`src/rtl/gpio_in_capture.sv`:
```
// rtl/gpio_in_capture.sv - GPIO input edge capture with timestamped FWFT event FIFO
module gpio_in_capture #(
  parameter int DW      = 16,
  parameter int TSW     = 16,
  parameter int FIFO_AW = 2
) (
  input  logic               clk,
  input  logic               rst,
  input  logic [DW-1:0]      gpio_in,
  input  logic [DW-1:0]      rise_en,
  input  logic [DW-1:0]      fall_en,
  input  logic               rd_en,
  output logic [DW-1:0]      rd_val,
  output logic [TSW-1:0]     rd_ts,
  output logic               evt_valid,
  output logic               irq,
  output logic [FIFO_AW:0]   evt_cnt,
  output logic               ovf,
  input  logic               ovf_clr
);

  localparam int                 DEPTH      = 1 << FIFO_AW;
  localparam logic [FIFO_AW:0]   CNT_FULL   = (FIFO_AW+1)'(DEPTH);
  localparam logic [FIFO_AW:0]   CNT_ONE    = (FIFO_AW+1)'(1);
  localparam logic [FIFO_AW-1:0] PTR_ONE    = FIFO_AW'(1);
  localparam logic [TSW-1:0]     TS_ONE     = TSW'(1);
  // Detection waits until both synchroniser stages and prev hold real pin
  // samples, so a static pin level at reset release never looks like an edge.
  localparam logic [1:0]         PRIME_DONE = 2'd3;

  logic [DW-1:0]      sync1_q, sync2_q, prev_q;
  logic [TSW-1:0]     ts_q, ts_d;
  logic [1:0]         prime_q, prime_d;
  logic [FIFO_AW-1:0] wr_ptr_q, wr_ptr_d, rd_ptr_q, rd_ptr_d;
  logic [FIFO_AW:0]   cnt_q, cnt_d;
  logic               ovf_q, ovf_d;
  logic [DW-1:0]      val_mem_q [DEPTH];
  logic [TSW-1:0]     ts_mem_q  [DEPTH];

  logic [DW-1:0]      edge_hit;
  logic               push, pop, full, wr, drop;

  // Edge detection, FIFO push/pop arbitration and next-state computation
  always_comb begin
    edge_hit = '0;
    push     = 1'b0;
    pop      = 1'b0;
    full     = 1'b0;
    wr       = 1'b0;
    drop     = 1'b0;
    ts_d     = ts_q + TS_ONE;
    prime_d  = prime_q;
    wr_ptr_d = wr_ptr_q;
    rd_ptr_d = rd_ptr_q;
    cnt_d    = cnt_q;
    ovf_d    = ovf_q;

    if (prime_q != PRIME_DONE) begin
      prime_d = prime_q + 2'd1;
    end

    if (prime_q == PRIME_DONE) begin
      edge_hit = (sync2_q & ~prev_q & rise_en) | (~sync2_q & prev_q & fall_en);
    end
    push = |edge_hit;

    // A pop on an empty FIFO is ignored, so an empty-FIFO push+pop just pushes.
    pop  = rd_en & (cnt_q != '0);
    full = (cnt_q == CNT_FULL);
    wr   = push & (~full | pop);
    drop = push & full & ~pop;

    if (wr) begin
      wr_ptr_d = wr_ptr_q + PTR_ONE;
    end
    if (pop) begin
      rd_ptr_d = rd_ptr_q + PTR_ONE;
    end

    case ({wr, pop})
      2'b10:   cnt_d = cnt_q + CNT_ONE;
      2'b01:   cnt_d = cnt_q - CNT_ONE;
      default: cnt_d = cnt_q;
    endcase

    // A dropped push in the same cycle as a clear keeps the flag set.
    if (drop) begin
      ovf_d = 1'b1;
    end else if (ovf_clr) begin
      ovf_d = 1'b0;
    end
  end

  // Synchroniser, history, timestamp, priming and FIFO control registers
  always_ff @(posedge clk) begin
    if (!rst) begin
      sync1_q  <= '0;
      sync2_q  <= '0;
      prev_q   <= '0;
      ts_q     <= '0;
      prime_q  <= '0;
      wr_ptr_q <= '0;
      rd_ptr_q <= '0;
      cnt_q    <= '0;
      ovf_q    <= 1'b0;
    end else begin
      sync1_q  <= gpio_in;
      sync2_q  <= sync1_q;
      prev_q   <= sync2_q;
      ts_q     <= ts_d;
      prime_q  <= prime_d;
      wr_ptr_q <= wr_ptr_d;
      rd_ptr_q <= rd_ptr_d;
      cnt_q    <= cnt_d;
      ovf_q    <= ovf_d;
    end
  end

  // Event storage; cleared on reset so the head reads zero afterwards
  always_ff @(posedge clk) begin
    if (!rst) begin
      for (int i = 0; i < DEPTH; i++) begin
        val_mem_q[i] <= '0;
        ts_mem_q[i]  <= '0;
      end
    end else if (wr) begin
      val_mem_q[wr_ptr_q] <= sync2_q;
      ts_mem_q[wr_ptr_q]  <= ts_q;
    end
  end

  assign rd_val    = val_mem_q[rd_ptr_q];
  assign rd_ts     = ts_mem_q[rd_ptr_q];
  assign evt_valid = (cnt_q != '0);
  assign irq       = evt_valid;
  assign evt_cnt   = cnt_q;
  assign ovf       = ovf_q;

endmodule

```
`config.mk`:
```
export PLATFORM = sky130hd
export DESIGN_NAME = gpio_in_capture
export DESIGN_NICKNAME = d
export VERILOG_FILES = /design/src/rtl/gpio_in_capture.sv
export SDC_FILE = /design/constraint.sdc
export NUM_CORES = 1
export LEC_CHECK = 0
export CAP_MARGIN = 10
export CORE_ASPECT_RATIO = 1.4
export CORE_MARGIN = 2
export CORE_UTILIZATION = 56
export CTS_CLUSTER_DIAMETER = 120
export CTS_CLUSTER_SIZE = 24
export DETAILED_ROUTE_END_ITERATION = 6
export PLACE_DENSITY = 0.82
export SYNTH_ARGS = -nofsm -noshare
export SYNTH_HDL_FRONTEND = slang
export SYNTH_SLANG_ARGS = --single-unit
```
`constraint.sdc`:
```
create_clock -name clk -period 5.1 [get_ports clk]
set_input_delay 0.51 -clock clk [delete_from_list [all_inputs] [get_ports clk]]
set_output_delay 0.51 -clock clk [all_outputs]
set_load 0.03 [all_outputs]
```
Word-level counts from Yosys, hierarchy flattened
Memory sizes are Yosys's and may differ from the RTL's. A register that Yosys moved wholly into a read port is not among the register bits.
Index checks and enable logic that the tools add are counted.
{ "classes": {"n_bitwise": 14, "reduce_logical": 6, "muxes": 18, "n_addsub": 6, "n_eq_ne": 5} }
{ "ops": {"columns": ["operator", "n"], "rows": [
  ["$and 16x16->16", 4],
  ["$mux 16", 3],
  ["$reduce_or 16->1", 3],
  ["$not 16->16", 2],
  ["$add 16x1->16 const B", 1],
  ["$or 16x16->16", 1],
  ["$mux 2", 6],
  ["$mux 1", 8],
  ["$add 2x1->2 const B", 3],
  ["$pmux 3 s2", 1],
  ["$and 1x1->1", 4],
  ["$eq 2x2->1 const B", 2],
  ["$reduce_bool 2->1", 2],
  ["$add 3x1->3 const B", 1],
  ["$eq 3x3->1 const B", 1],
  ["$reduce_bool 3->1", 1],
  ["$sub 3x1->3 const B", 1],
  ["$eq 2x1->1 const B", 1],
  ["$ne 2x2->1 const B", 1],
  ["$not 1->1", 2],
  ["$or 1x1->1", 1]
]} }
{ "word_totals": {"n_memories": 2, "mem_bits_rw": 128, "inputBits": 52, "output_inout_bits": 38, "word_cells": 60, "register_bits": 74} }
{ "mem_list": {"columns": ["name", "depth", "word_bits", "read_ports", "rd_ports_with_merged_regs", "write_ports", "line_no", "rtl"], "rows": [
  ["ts_mem_q", 4, 16, 1, 1, 4, "38", "logic [TSW-1:0] ts_mem_q [DEPTH];"],
  ["val_mem_q", 4, 16, 1, 1, 4, "37", "logic [DW-1:0] val_mem_q [DEPTH];"]
]} }

Longest topological paths before layout
Gate-level depths: netlist of the first run.
{ "depth": {"word_depth": 12, "depth_mapped": 12, "mapped_depth_nobuf": 11} }

Worst setup path after synthesis of the first run
No wires, ideal clock.
{ "synth_path": {"path_type": "input to register", "from": "in fall_en[7]", "to": "mem ts_mem_q[3][0], enable pin", "path_buffers": 0, "required_time_ns": 4.634, "stages": 6, "t_arrival_ns": 3.382, "path_slack_ns": 1.253, "setup_ns": 0.466, "cell_sequence": "nand2_1 -> o21ai_0 -> nor4_2 -> nand4_4 -> nand4_1 -> o21ai_0"} }
{ "synth_rtl": {"columns": ["item", "line_no", "rtl"], "rows": [
  ["start, declared", "11", "input logic [DW-1:0] fall_en,"],
  ["end, declared", "38", null]
]} }

==> results of run 1 <==
[how the worst min path moves through the flow]
stage	slack, ns	startpoint	endpoint	depth (start not counted)
after detailed placement	0.42	sync1_q[12]	sync2_q[12]	1
after global placement	0.41	sync1_q[1]	sync2_q[1]	1
after CTS	0.42	sync1_q[12]	sync2_q[12]	1
final	0.42	sync1_q[12]	sync2_q[12]	1
after floorplan	0.41	sync1_q[0]	sync2_q[0]	1
after global routing	0.44	sync1_q[12]	sync2_q[12]	1
[kinds of logic after synthesis]
logic type      count (synthesis)  share of synthesized area (%)
flops                         204                           65.1
compound gates                 25                           1.82
simple gates                  293                           18.3
mux                            34                           8.99
fa+ha+maj                       4                          0.699
xor+xnor                       16                           1.70
buf+inv                        55                           3.39
[area by class of cell]
type	instances	share of cell area [%]
inverters	22	0.861
repair buffers	96	9.78
well taps	189	2.47
flip-flops and latches	204	56.0
clock buffers	19	3.63
multi-input cells	372	27.1
clock inverters	1	0.170
diodes	2	0.0522
[per-stage QoR]
step	cells	hold slack, ns	instance area (um2)	utilization [%]
4_1_cts	903	0.423	9590	66.4
2_1_floorplan	631	0.412	8240	-
3_5_place_dp	883	0.417	9220	63.9
5_1_grt	905	0.438	9590	66.4
6_report	905	0.419	9590	66.4
3_3_place_gp	883	0.414	9220	63.9
[layer usage]
layer | up-vias | track usage [%] | wire, um
met5 | - | 0 | 0
met4 | 0 | 7.47 | 320
met3 | 19 | 2.34 | 770
met2 | 156 | 38.2 | 8500
met1 | 2438 | 27.1 | 6440
li1 | 2333 | - | -
[cells in the mapped netlist (all sizes together) (2+ instances only)]
cell / number
o21ai: 15
buf: 19
nor2b: 3
dfxtp: 76
o22ai: 3
nand3b: 17
xnor2: 12
nand4: 6
clkbuf: 14
ha: 3
mux2i: 2
and2: 52
and3: 2
nand3: 8
mux4: 32
nor4: 3
nor2: 131
or3: 5
nand2b: 2
a21boi: 5
nand2: 60
inv: 22
xor2: 4
edfxtp: 128
[worst register-to-register path: cells and delay by family, from the launching register on]
kind	cells	cell delay (ns)
and+or+nand+nor	6	1.63
adders and majority gates	2	0.64
DFF	1	0.36
xor gates and xnor gates	1	0.16
AOI/OAI and AO/OA	1	0.16
buffers and inverters	1	0.06
[sequential cells by signal, summed over array words and instances (netlist names), named ones only]
signal	count
evt_cnt	3
ovf	1
prev_q	16
prime_q	2
rd_ptr_q	2
sync1_q	16
sync2_q	16
ts_mem_q	64
ts_q	16
val_mem_q	64
wr_ptr_q	2
[power breakdown]
part           internal [W]  switching, W
registers           0.00183     0.0000622
logic              0.000257      0.000280
clock network      0.000481      0.000518
total               0.00256      0.000860
==> summary by stage, run 1 <==
Run status
The flow ran to the end, and the final reports show no timing, DRC or antenna violations.

Yosys
The fraction of synthesis flops using an asynchronous set or reset pin is 0%. The flip-flop and latch count after synthesis is ~200. sky130_fd_sc_hd__edfxtp_1 takes more of the synthesized area than any other cell. By area the synthesized netlist is led by sky130_fd_sc_hd__edfxtp_1, sky130_fd_sc_hd__dfxtp_1, sky130_fd_sc_hd__mux4_2. After synthesis, the mean cell area works out to approximately 13 um2. The count of flip-flops with a built-in enable after synthesis is approximately 130. The area share of the largest cell type after synthesis is between 40 and 50%. The number of distinct library cells after synthesis is 40.

The area of the mapped netlist is between 8000 and 9000 um2. The cell count after synthesis is approximately 630. The number of synthesis warnings is 0. The leading register cell type out of synthesis is sky130_fd_sc_hd__edfxtp_1. The fraction of the yosys area taken by sequential cells is between 60% and 70%. The net count after synthesis is 687.

Floorplan
The number of placed I/O pins is 90. The die area is approximately 16,000 um2. Measured along the y axis, the die boundary spans roughly 150 um. The placement row count is 52.

The initial core utilization is between 50% and 60%. The die outline width is roughly 110 um. The core region is around 14,000 um2.

Finish
The number of filler cells placed in the layout is about 1,100. For this run, the post-layout net count is between 700 and 800. Summing all flip-flop and latch instances after layout gives ~5400 um2. The multi-input combinational cells in the finished layout cover a total of about 2600 um2. The most common cell after layout, fill and taps aside is sky130_fd_sc_hd__edfxtp_1.

Of the cells placed in the final design, the portion with a size suffix greater than 1 is approximately an eighth. The top cell types in the final layout, fill and taps aside, are sky130_fd_sc_hd__edfxtp_1, sky130_fd_sc_hd__nor2_1, sky130_fd_sc_hd__clkdlybuf4s50_1, sky130_fd_sc_hd__dfxtp_1, sky130_fd_sc_hd__nand2_1. Relative to the synthesized area, the layout overhead comes to 16.5%.

Drt
The number of antenna-violating nets in the routed design is 0. The vias per cell is 5.47. Detailed routing inserted a total of between 4,000 and 5,000 vias. After detailed routing, the number of remaining DRC violations is 0. The post-detailed-routing wire length is 16,000 um. The per-cell routed wire length is about 18 um. The length of the first detailed-routing pass in iterations is 7. The first-iteration detailed-routing DRC count is approximately 300.

Critical path
By startpoint and endpoint, the worst setup path is classified as reg -> out. Together, buffers and inverters on the worst path number 2. The worst flop-to-flop path endpoint is evt_cnt[2]. In this design, the stage delay of the slowest critical-path cell is 0.96 ns. Of all nets on the critical path, the largest fanout is 25. The critical path crosses 3 cells after its start point. STA classifies the critical path startpoint as a flip-flop.

Traced cell by cell, the critical path runs through buf_4 > mux4_2 > clkdlybuf4s50_1. The source of the worst register-to-register timing path is prev_q[2]. The worst setup path is captured at a primary output. In this run the register-to-register setup slack is between 2 and 2.5 ns. Broken down by cell family, the worst path's largest delay share belongs to flip-flops.

At the worst endpoint, the required time is ~4.6 ns. Following the worst setup path forward leads to its endpoint at rd_val[14]. The library cell contributing the largest single delay on the critical path is sky130_fd_sc_hd__dfxtp_2. Data on the critical path arrives at its endpoint at just under 3 ns. The cell depth of the worst flop-to-flop path is 11.

Timing
Setup repair after global routing left no endpoint under its margin. In this run the tightest slew margin relative to its limit is 37.6%. Setup violations remaining at the end of the flow were counted as 0.

The number of failing hold endpoints at the final stage was 0. The final critical path takes up 67.3% of the cycle. At the pin with the least slew margin, the transition time is just over 0.9 ns. Summed over all failing endpoints, the final setup total negative slack is 0 ns. The highest clock frequency the design can meet is 291 MHz. Once routing completed, OpenROAD measured the worst setup slack at between 1.5 and 2 ns. The final period demand of the worst path is ~3.4 ns. The number of pins exceeding their max-slew limit in the final report came to 0. The setup clock skew after layout is 0.0200 ns.

Clock network
At the later pin of the worst-skew pair, clock insertion delay measures 0.48 ns. The tree is rooted in a sky130_fd_sc_hd__clkbuf_16. The count of hold-fix buffers inserted at cts is 0. The number of gates resized after CTS was 0. After clock tree synthesis, the clock-pin slew on the worst setup and hold paths is around 0.090 ns. The clock buffer count from CTS is 12. The clock tree from TritonCTS is done.

The clock passes through at most 3 buffers. The number of clock sinks is roughly 200. The post-CTS setup-driven buffer insertion count is 0. CTS built an H-tree with a depth of 1.

Place
The HPWL after detailed placement is 10,500 um. The count of port buffers added during placement is between 80 and 90. The post-placement worst setup slack is 1.45 ns. The congestion estimate from routability-driven global placement came to roughly 0.86.

Power
The overall power after layout is about 0.0034 W. The areal power density over the cells is 357 nW/um2. For this design the static power due to leakage is around 3.4 nW. IR analysis of the VDD net gives a maximum drop of 0.270 mV.

Global routing
The initial antenna violation count is 2. Global routing consumed, over all layers together, 21.4% of the routing resources. Entering global routing, the biggest net connects 50 pins. Global routing finished with a remaining overflow of 0.

The global-route wire length before repair is about 26,000 um. The number of global-route vias before repair is ~5,000.

Hold path
The type of the tightest min-delay check is reg -> reg.

Job
Max-cap violations in this run came to 0.
Power figures use the tool's default switching activity.
==> run 2, diff against run 1 <==
--- a/config.mk
+++ b/config.mk
@@ -8,11 +8,11 @@
 export CAP_MARGIN = 10
 export CORE_ASPECT_RATIO = 1.4
 export CORE_MARGIN = 2
-export CORE_UTILIZATION = 56
+export CORE_UTILIZATION = 51
 export CTS_CLUSTER_DIAMETER = 120
 export CTS_CLUSTER_SIZE = 24
 export DETAILED_ROUTE_END_ITERATION = 6
-export PLACE_DENSITY = 0.82
+export PLACE_DENSITY = 0.79
 export SYNTH_ARGS = -nofsm -noshare
 export SYNTH_HDL_FRONTEND = slang
 export SYNTH_SLANG_ARGS = --single-unit
==> constraint.sdc (replaced) <==
create_clock -name clk -period 3.05 [get_ports clk]
set_input_delay 0.305 -clock clk [delete_from_list [all_inputs] [get_ports clk]]
set_output_delay 0.305 -clock clk [all_outputs]
set_load 0.03 [all_outputs]
==> run 2 against run 1 <==
Compared with the run above: critical path type unchanged; first-iteration DRC count is 14% higher; sequential power is 65% higher; worst setup slack worse by 1.2 ns; critical path depth stayed put; critical endpoint is now rd_val[1]; worst hold slack worse by 0.023 ns; largest cell class unchanged; non-clock buffer count is 8 higher; clock skew is 0.0072 ns higher; clock-buffer cell count is 1 lower; largest power group unchanged; cell count is 1.8% higher; flip-flop and latch count stayed put.
==> summary by stage, run 2 (synthesized netlist as in run 1, its figures left out) <==
Run status
The flow ran to the end, and the final reports show no timing, DRC or antenna violations.

Drt
The pre-antenna-repair detailed-routing pass consisted of 5 iterations. The post-detailed-routing wire length is about 16,000 um. The total vias in the final route is ~5,000. The first-iteration detailed-routing DRC count is 346. In the routed layout, each cell is associated on average with a via count of ~5.4. The number of antenna-violating nets in the routed design is 0. The per-cell routed wire length is around 17 um. After detailed routing, the number of remaining DRC violations is 0.

Timing
The part of the cycle the worst path needs is between 80% and 90%. Clock skew on the completed layout was measured at between 0.02 and 0.03 ns. For the final routed database, the setup TNS stands at 0 ns. The worst hold margin is roughly 0.40 ns. The number of pins exceeding their max-slew limit in the final report is 0. For the pin with the worst max-slew slack, the measured transition is 0.660 ns.

The highest clock frequency the design can meet is ~390 MHz. The final period demand of the worst path is roughly 2.6 ns. The relative slew slack is about 56%. The number of failing hold endpoints at the final stage was 0. Setup repair after global routing left no endpoint under its margin. Setup violations remaining at the end of the flow were counted as 0.

Critical path
The worst setup path is launched from a flip-flop. The worst path arrival time is between 2 and 2.5 ns. Traced cell by cell, the critical path runs through buf_12 > mux4_2 > clkdlybuf4s50_1.

The maximum net fanout on the critical path is 32. The critical setup path kind is reg -> out. The data required time of the critical path is ~2.7 ns. In this design, the stage delay of the slowest critical-path cell is 0.62 ns. The library cell contributing the largest single delay on the critical path is sky130_fd_sc_hd__clkdlybuf4s50_1.

In this run the register-to-register setup slack is a little over 0.5 ns. STA classifies the critical path endpoint as a primary output.

Place
Port buffering added around 90 buffers. Once detailed placement completed, the half-perimeter wirelength came to around 10,000 um. At the end of routability-driven placement, the weighted congestion stood at just under 0.9. Once placement completed, the tool counted placed cells totaling approximately 900.

Finish
The largest registers in the layout are ts_mem_q: 64 flops, val_mem_q: 64 flops. The count of non-filler cells in the finished layout is 921. The area growth from synthesis to layout is 17.7%. In the layout the commonest cells are sky130_fd_sc_hd__edfxtp_1, sky130_fd_sc_hd__nor2_1, sky130_fd_sc_hd__clkdlybuf4s50_1, sky130_fd_sc_hd__dfxtp_1, sky130_fd_sc_hd__nand2_1. The number of antenna diodes is 0. The net total in the final layout is a little under 800.

The library cell used most frequently in the layout, excluding fill and tap cells, is sky130_fd_sc_hd__edfxtp_1. The number of filler cells placed in the layout is ~1,200. In the final layout, the share of cells above drive strength 1 is 12.9%.

Clock network
The total number of H-tree levels is 1. Clock-pin slew was measured on the worst setup and hold paths at 0.09 ns. In this run, CTS created clock tree buffers numbering 12. The clock tree from TritonCTS is done.

The count of hold-fix buffers inserted at cts is 0. Once the clock tree was built, the setup fixing pass inserted 0 buffers. Clock tree synthesis selected as its root buffer the cell sky130_fd_sc_hd__clkbuf_16. The worst-skew pair later-pin latency is ~0.48 ns. Counting along the longest clock path gives a buffer depth of 3. The number of clock sinks is between 200 and 250.

Gates resized during post-CTS repair numbered 0.

Power
Of the total power, the clock network draws 28.6%. Per report_power, the combinational group accounts for 16.9% of the total. The leakage dissipation is 3.42 nW. The internal power of the cells totals 0.00426 W. The share of total power consumed by net switching is 25.3%.

The net switching power of the design is approximately 0.0014 W. Across the VDD grid, the largest voltage drop is between 0.4 and 0.5 mV. In this run, flip-flops and latches consume between 50% and 60% of the power. Power spread over the standard cell area amounts to between 500 and 600 nW/um2.

Floorplan
The floorplan has between 50 and 60 rows. The die area is between 15,000 and 20,000 um2. The initial core utilization is between 50% and 60%. The die outline width is around 110 um. 90 I/O pins were placed.

The total area inside the core boundary comes to 16,000 um2. From bottom edge to top edge, the die measures around 150 um.

Global routing
The global route total overflow is 0. The initial antenna violation count is 0. The all-layer global routing usage is approximately a fifth. The global-route wire length before repair is about 26,000 um. The maximum number of pins on one net before global-route repair is 41. The number of global-route vias before repair is between 5,000 and 6,000.

Hold path
The tightest min-delay check is of the in -> reg type.

Job
The number of maximum-capacitance violations is 0.
run 2: changes by cell type in the layout (fill, tap and decap cells not counted), sizes merged:
cell	before	now
buf	8	16
diode	2	0
clkbuf	19	18
clkinv	1	2
run 2: final timing paths:
path	startpoint	to	depth (start not counted)
setup / recovery	flip-flop	rd_val[1]	3
hold / removal	gpio_in[15]	sync1_q[15]	2
setup reg to reg	prev_q[8]	evt_cnt[2]	11
hold reg to reg	sync1_q[14]	sync2_q[14]	1
run 2: metrics by stage:
stage / power [W] / setup WS [ns] / utilization [%] / cell area (um2)
final: 0.00570 / 0.465 / 60.7 / 9700
after global routing: 0.00589 / 0.270 / 60.7 / 9700
after CTS: 0.00576 / 0.427 / 60.7 / 9700
after detailed placement: 0.00415 / 0.169 / 58.5 / 9340
after global placement: 0.00413 / 0.229 / 58.5 / 9340
after floorplan: 0.00378 / 0.230 / - / 8240
run 2: power groups by stage:
stage	Clock, W	Combinational [W]	Sequential, W
final	0.00163	0.000965	0.00311
after global placement	0	0.000971	0.00316
after CTS	0.00167	0.000982	0.00311
after detailed placement	0	0.000976	0.00317
after global routing	0.00174	0.00103	0.00312
after floorplan	0	0.000620	0.00316
run 2: cell type report:
type | instances | area, um2 | area share, %
Clock buffer | 18 | 323 | 3.33
Clock inverter | 2 | 32.5 | 0.335
Inverter | 22 | 82.6 | 0.852
Multi-Input combinational cell | 372 | 2600 | 26.8
Sequential cell | 204 | 5370 | 55.3
Tap cell | 199 | 249 | 2.57
Timing Repair Buffer | 104 | 1050 | 10.8
run 2: critical path: cells and delay by family (launching register included):
kind / cells / cell delay, ns
buffers and inverters: 2 / 0.88
muxes: 1 / 0.58
DFF: 1 / 0.35
run 2: routing by layer:
metal | share of wire, % | vias to the layer above | wire length [um] | global-route usage [%]
met5 | 0 | - | 0 | 0
met4 | 1.8 | 0 | 293 | 5.17
met3 | 5.9 | 19 | 956 | 1.49
met2 | 53 | 178 | 8600 | 35.3
met1 | 39 | 2430 | 6250 | 24.2
li1 | - | 2350 | - | -
